**src/rtl/cpu_pkg.sv**
```systemverilog
// ---------------------------------------------------------------------------
// cpu_pkg : shared interrupt-sequencer state encoding and CP0 register map
// Rev 1.0
// ---------------------------------------------------------------------------
`default_nettype none

package cpu_pkg;

   typedef enum logic [2:0] {
      IDLE       = 3'd0,
      SAVE_EPC   = 3'd1,
      SAVE_CAUSE = 3'd2,
      MASK_SR    = 3'd3,
      JUMP       = 3'd4,
      ERET_SR    = 3'd5,
      ERET_JUMP  = 3'd6
   } int_state_t;

   localparam logic [4:0]  C_CP0_PRID  = 5'd8;
   localparam logic [4:0]  C_CP0_SR    = 5'd12;
   localparam logic [4:0]  C_CP0_CAUSE = 5'd13;
   localparam logic [4:0]  C_CP0_EPC   = 5'd14;

   // Status value restored by ERET: all six lines unmasked, IE set.
   localparam logic [31:0] C_ERET_SR   = 32'h0000_FC01;

   // Isolate the lowest set bit so the lowest-numbered line wins.
   function automatic logic [5:0] lowest_set(input logic [5:0] v);
      return v & (~v + 6'd1);
   endfunction

endpackage

`default_nettype wire

```
**src/rtl/irq_edge.sv**
```systemverilog
// ---------------------------------------------------------------------------
// irq_edge : two-flop synchronizer plus rising-edge detector per irq line
// Rev 1.0
// ---------------------------------------------------------------------------
`default_nettype none

module irq_edge #(
   parameter int WIDTH = 6
) (
   input  logic             clk,
   input  logic             rst,
   input  logic [WIDTH-1:0] irq,
   output logic [WIDTH-1:0] rise
);

   logic [WIDTH-1:0] r_sync1;
   logic [WIDTH-1:0] r_sync2;
   logic [WIDTH-1:0] r_prev;

   always_ff @(posedge clk or posedge rst) begin
      if (rst) begin
         r_sync1 <= '0;
         r_sync2 <= '0;
         r_prev  <= '0;
      end else begin
         r_sync1 <= irq;
         r_sync2 <= r_sync1;
         r_prev  <= r_sync2;
      end
   end

   assign rise = r_sync2 & ~r_prev;

endmodule

`default_nettype wire

```
**src/rtl/int_ctrl.sv**
```systemverilog
// ---------------------------------------------------------------------------
// int_ctrl : interrupt entry / ERET sequencer driving CP0 writes and PC redirect
// Rev 1.0
// ---------------------------------------------------------------------------
`default_nettype none

module int_ctrl
   import cpu_pkg::*;
#(
   parameter logic [31:0] HANDLER_ADDR = 32'h0000_0008,
   parameter int          NIRQ         = 6
) (
   input  logic            clk,
   input  logic            rst,
   input  logic [NIRQ-1:0] irq,
   input  logic [15:0]     sr,
   input  logic [31:0]     epc,
   input  logic [31:0]     pc,
   input  logic            boundary,
   input  logic            eret,
   output logic [4:0]      cp0_addr,
   output logic            cp0_we,
   output logic            cp0_writeSrc,
   output logic [31:0]     cp0_din,
   output logic            stall,
   output logic            redirect,
   output logic [31:0]     redirect_pc
);

   int_state_t      r_state;
   int_state_t      w_next;
   logic [NIRQ-1:0] r_pending;
   logic [NIRQ-1:0] w_rise;
   logic [NIRQ-1:0] w_clr;
   logic [31:0]     r_pc;
   logic [5:0]      r_onehot;
   logic [5:0]      w_cand;
   logic [5:0]      w_sel;
   logic            w_take;
   logic            w_latch;

   irq_edge #(
      .WIDTH (NIRQ)
   ) u_irq_edge (
      .clk  (clk),
      .rst  (rst),
      .irq  (irq),
      .rise (w_rise)
   );

   // Pending lines are viewed through the six IM bits of SR[15:10].
   assign w_cand = 6'(r_pending) & sr[15:10];
   assign w_sel  = lowest_set(w_cand);
   assign w_take = boundary & sr[0] & (|w_cand);
   assign w_clr  = (r_state == JUMP) ? NIRQ'(r_onehot) : '0;

   always_ff @(posedge clk or posedge rst) begin
      if (rst) begin
         r_state   <= IDLE;
         r_pending <= '0;
         r_pc      <= '0;
         r_onehot  <= '0;
      end else begin
         r_state   <= w_next;
         // A fresh edge wins over the clear of the same line.
         r_pending <= (r_pending & ~w_clr) | w_rise;
         if (w_latch) begin
            r_pc     <= pc;
            r_onehot <= w_sel;
         end
      end
   end

   always_comb begin
      w_next       = r_state;
      w_latch      = 1'b0;
      cp0_addr     = 5'd0;
      cp0_we       = 1'b0;
      cp0_writeSrc = 1'b0;
      cp0_din      = 32'd0;
      stall        = 1'b1;
      redirect     = 1'b0;
      redirect_pc  = 32'd0;
      case (r_state)
         IDLE: begin
            stall = 1'b0;
            // ERET has priority; the interrupt stays pending for later.
            if (eret) begin
               w_next = ERET_SR;
            end else if (w_take) begin
               w_next  = SAVE_EPC;
               w_latch = 1'b1;
            end
         end
         SAVE_EPC: begin
            cp0_we   = 1'b1;
            cp0_addr = C_CP0_EPC;
            cp0_din  = r_pc;
            w_next   = SAVE_CAUSE;
         end
         SAVE_CAUSE: begin
            cp0_we   = 1'b1;
            cp0_addr = C_CP0_CAUSE;
            cp0_din  = {16'b0, r_onehot, 10'b0};
            w_next   = MASK_SR;
         end
         MASK_SR: begin
            cp0_we   = 1'b1;
            cp0_addr = C_CP0_SR;
            cp0_din  = {16'b0, sr & 16'hFFFE};
            w_next   = JUMP;
         end
         JUMP: begin
            redirect    = 1'b1;
            redirect_pc = HANDLER_ADDR;
            w_next      = IDLE;
         end
         ERET_SR: begin
            cp0_we       = 1'b1;
            cp0_writeSrc = 1'b1;
            cp0_addr     = C_CP0_SR;
            cp0_din      = C_ERET_SR;
            w_next       = ERET_JUMP;
         end
         ERET_JUMP: begin
            redirect    = 1'b1;
            redirect_pc = epc;
            w_next      = IDLE;
         end
         default: begin
            stall  = 1'b0;
            w_next = IDLE;
         end
      endcase
   end

endmodule

`default_nettype wire

```
**config.mk**
```make
export PLATFORM = sky130hd
export DESIGN_NAME = int_ctrl
export DESIGN_NICKNAME = d
export VERILOG_FILES = /design/src/rtl/cpu_pkg.sv /design/src/rtl/irq_edge.sv /design/src/rtl/int_ctrl.sv
export SDC_FILE = /design/constraint.sdc
export NUM_CORES = 1
export LEC_CHECK = 0
export CAP_MARGIN = 20
export CORE_ASPECT_RATIO = 1.5
export CORE_MARGIN = 2
export CORE_UTILIZATION = 40
export DETAILED_ROUTE_END_ITERATION = 6
export PLACE_DENSITY = 0.81
export SYNTH_ARGS = -nofsm -noshare
export SYNTH_HDL_FRONTEND = slang
export SYNTH_SLANG_ARGS = --single-unit
```
**constraint.sdc**
```tcl
create_clock -name clk -period 3.1 [get_ports clk]
set_input_delay 0.775 -clock clk [delete_from_list [all_inputs] [get_ports clk]]
set_output_delay 0.775 -clock clk [all_outputs]
set_load 0.01 [all_outputs]
```
==> metrics.cfg, run 1 <==
[run_status]
status=complete, no violations

[worst_setup_path]
crit_buf_inv=2
critPathMaxStageDelay_ps=600
cp-start-kind=input pin
critPathMaxFanout=2
path_cells=clkdlybuf4s50_1, mux2i_1, o22ai_1, clkdlybuf4s50_1
critPathTopFamily=buffers and inverters
critical_path_required_ps=2320
worstSetupPathType=input pin to output pin
endpoint_kind=output pin
crit_top_cell=clkdlybuf4s50_1
cp_slowest_cell=clkdlybuf4s50_1
arrival_ps=2260

[clock_network]
clock-sinks=65
clock_path_buffers=2
clk_latency_ps=330
htreeDepth=3
numCtsBuffers=9
cts_tree=done
hold_buffers=0
post_cts_buffers=0
cts_resized=0
path_clk_slew_ps=50
root_buffer=clkbuf_16

[synthesis]
synth_fp_nets=361
syn-instance-count=271
ys_warn_count=0
async_flop_share=1.00
synth_edf_count=0
synthFlopType=dfrtp_1
netlist_area_mm2=0.00318
synth.distinct_cells=41
ys_ff_latch=65
ys_seq_area_frac=0.512
postSynthAreaPerCell_um2=11.7

[place]
globalplace.congestion=0.788
hpwl_um=6910
io_buffers=161

[worst_hold_path]
hp-class=register to register

[die]
core-area_mm2=0.00766
fp.dieW_um=76.8
dieArea_mm2=0.00869
io_pins=163
initial_core_util=0.415
dieHeight_um=113
rows=39

[detailed_routing]
drtPass1Iterations=5
wl_um=8940
drc=0
via_per_inst=4.97
vias=2703
drtIter0Drc=110
wl_per_cell_um=16.4
antenna_left=0

[timing]
fin_crit_sh=0.980
period_needed_ps=3040
fin_tns_setup_ps=0
fin_skew_ps=4.85
hold_viol=0
max_freq_ghz=0.329
slew_violations=0
rsz0062_at_grt=no
worstMarginPinSlew_ps=570
setup_viol=0
slew-limit-headroom=0.620

[finish]
final_common_cell=clkdlybuf4s50_1
seq_area_mm2=0.00163
drive_gt1_frac=0.156
syn_to_final_growth_pct=66.5
multi_input_area_mm2=0.00141
final_cell_mix=clkdlybuf4s50_1 (161), dfrtp_1 (65), and3_1 (31)
layout.nets=527
fillers=580
diodes=0

[pwr]
clkPwrFrac=0.260
p_switching_mw=1.38
p_leak_nw=2.36
power_frac_seq=0.301
finalPower_mw=4.44
power_density_mw_per_mm2=838
p_int_mw=3.06
p_sw_frac=0.311
max-vdd-ir-drop_mv=0.468
combPwrFrac=0.439

[grt]
antenna_found_initial=0
grt.total_usage=0.211
grt_max_degree=66
grt_pass1_wl_um=13900
globalRouteOverflowTotal=0
grt_pass1_vias=2739

[run]
cap_violations=0

[metal layers]
layer	track usage	vias up	part of all wire
met5	0	-	0
met4	0.0909	0	0.024
met3	0.0853	14	0.086
met2	0.391	133	0.54
met1	0.203	1284	0.35
li1	-	1272	-
[state kept, by name, summed over array words and instances, names as in the netlist]
name	cells
u_irq_edge.r_sync1	6
r_state	3
r_onehot	6
r_pending	6
u_irq_edge.r_sync2	6
u_irq_edge.r_prev	6
r_pc	32
[logic make-up (layout without fill, tap and decap cells)]
logic type                Yosys count  in the layout  share of synthesized area
DFF                                65             65                      0.512
other                               1              1                    0.00118
muxes                              49             49                      0.202
xor gates and xnor gates            1              1                    0.00276
buffers and inverters              30            201                     0.0464
AOI/OAI and AO/OA                  27             27                     0.0716
and+or+nand+nor                    98             98                      0.165
[power groups by stage]
stage | registers (mW) | logic [mW] | clock network (mW)
6_report | 1.34 | 1.95 | 1.15
5_1_grt | 1.37 | 2.09 | 1.21
4_1_cts | 1.34 | 1.97 | 1.17
3_5_place_dp | 1.35 | 1.96 | 0
3_3_place_gp | 1.33 | 1.91 | 0
2_1_floorplan | 1.27 | 1.14 | 0
[cell type report]
cell class              instances  share of cell area
repair buffers                175               0.331
inverters                      10             0.00709
flip-flops and latches         65               0.307
clock inverters                 7              0.0224
clock buffers                   9              0.0425
well taps                     102              0.0241
multi-input cells             176               0.265
[cell usage after synthesis (2+ instances only)]
library cell / number / area, µm²
dfrtp_1: 65 / 1630
and3_1: 31 / 194
mux2_4: 29 / 435
nor2_1: 23 / 86.3
and2_1: 19 / 119
mux2i_1: 15 / 150
nand2_1: 14 / 52.6
clkbuf_1: 10 / 37.5
inv_1: 10 / 37.5
a22o_1: 7 / 61.3
o22ai_1: 7 / 43.8
mux2_2: 5 / 56.3
buf_1: 3 / 11.3
buf_4: 3 / 22.5
buf_6: 3 / 33.8
nor3_1: 2 / 10.0
[final timing paths]
path / from / to / slack, ps / cells after the start
hold reg to reg: u_irq_edge.r_sync1[3] / u_irq_edge.r_sync2[3] / 350 / 0
setup reg to reg: r_state[0] / r_pc[18] / 720 / 5
min in group asynchronous: rst / u_irq_edge.r_sync1[2] / 850 / 3
max in group asynchronous: rst / r_pc[25] / 1980 / 3
setup / recovery: sr[12] / cp0_din[12] / 60 / 4
hold / removal: u_irq_edge.r_sync1[3] / u_irq_edge.r_sync2[3] / 350 / 0
[stage by stage]
stage	std cells	util	instance area [µm²]	worst slack (ps)	hold WS (ps)
2_1_floorplan	271	-	3180	674	331
3_3_place_gp	528	0.646	4950	50.6	332
3_5_place_dp	528	0.646	4950	65.5	335
4_1_cts	544	0.691	5300	56.3	347
5_1_grt	544	0.691	5300	0.215	352
6_report	544	0.691	5300	61.9	345
Power figures use the tool's default switching activity.
==> run 2, diff against run 1 <==
--- a/config.mk
+++ b/config.mk
@@ -9,6 +9,7 @@
 export CORE_ASPECT_RATIO = 1.5
 export CORE_MARGIN = 2
 export CORE_UTILIZATION = 40
+export CTS_CLUSTER_SIZE = 28
 export DETAILED_ROUTE_END_ITERATION = 6
 export PLACE_DENSITY = 0.81
 export SYNTH_ARGS = -nofsm -noshare
==> results of run 2 <==
Final layout, timing and power as in run 1 (identical DEF).
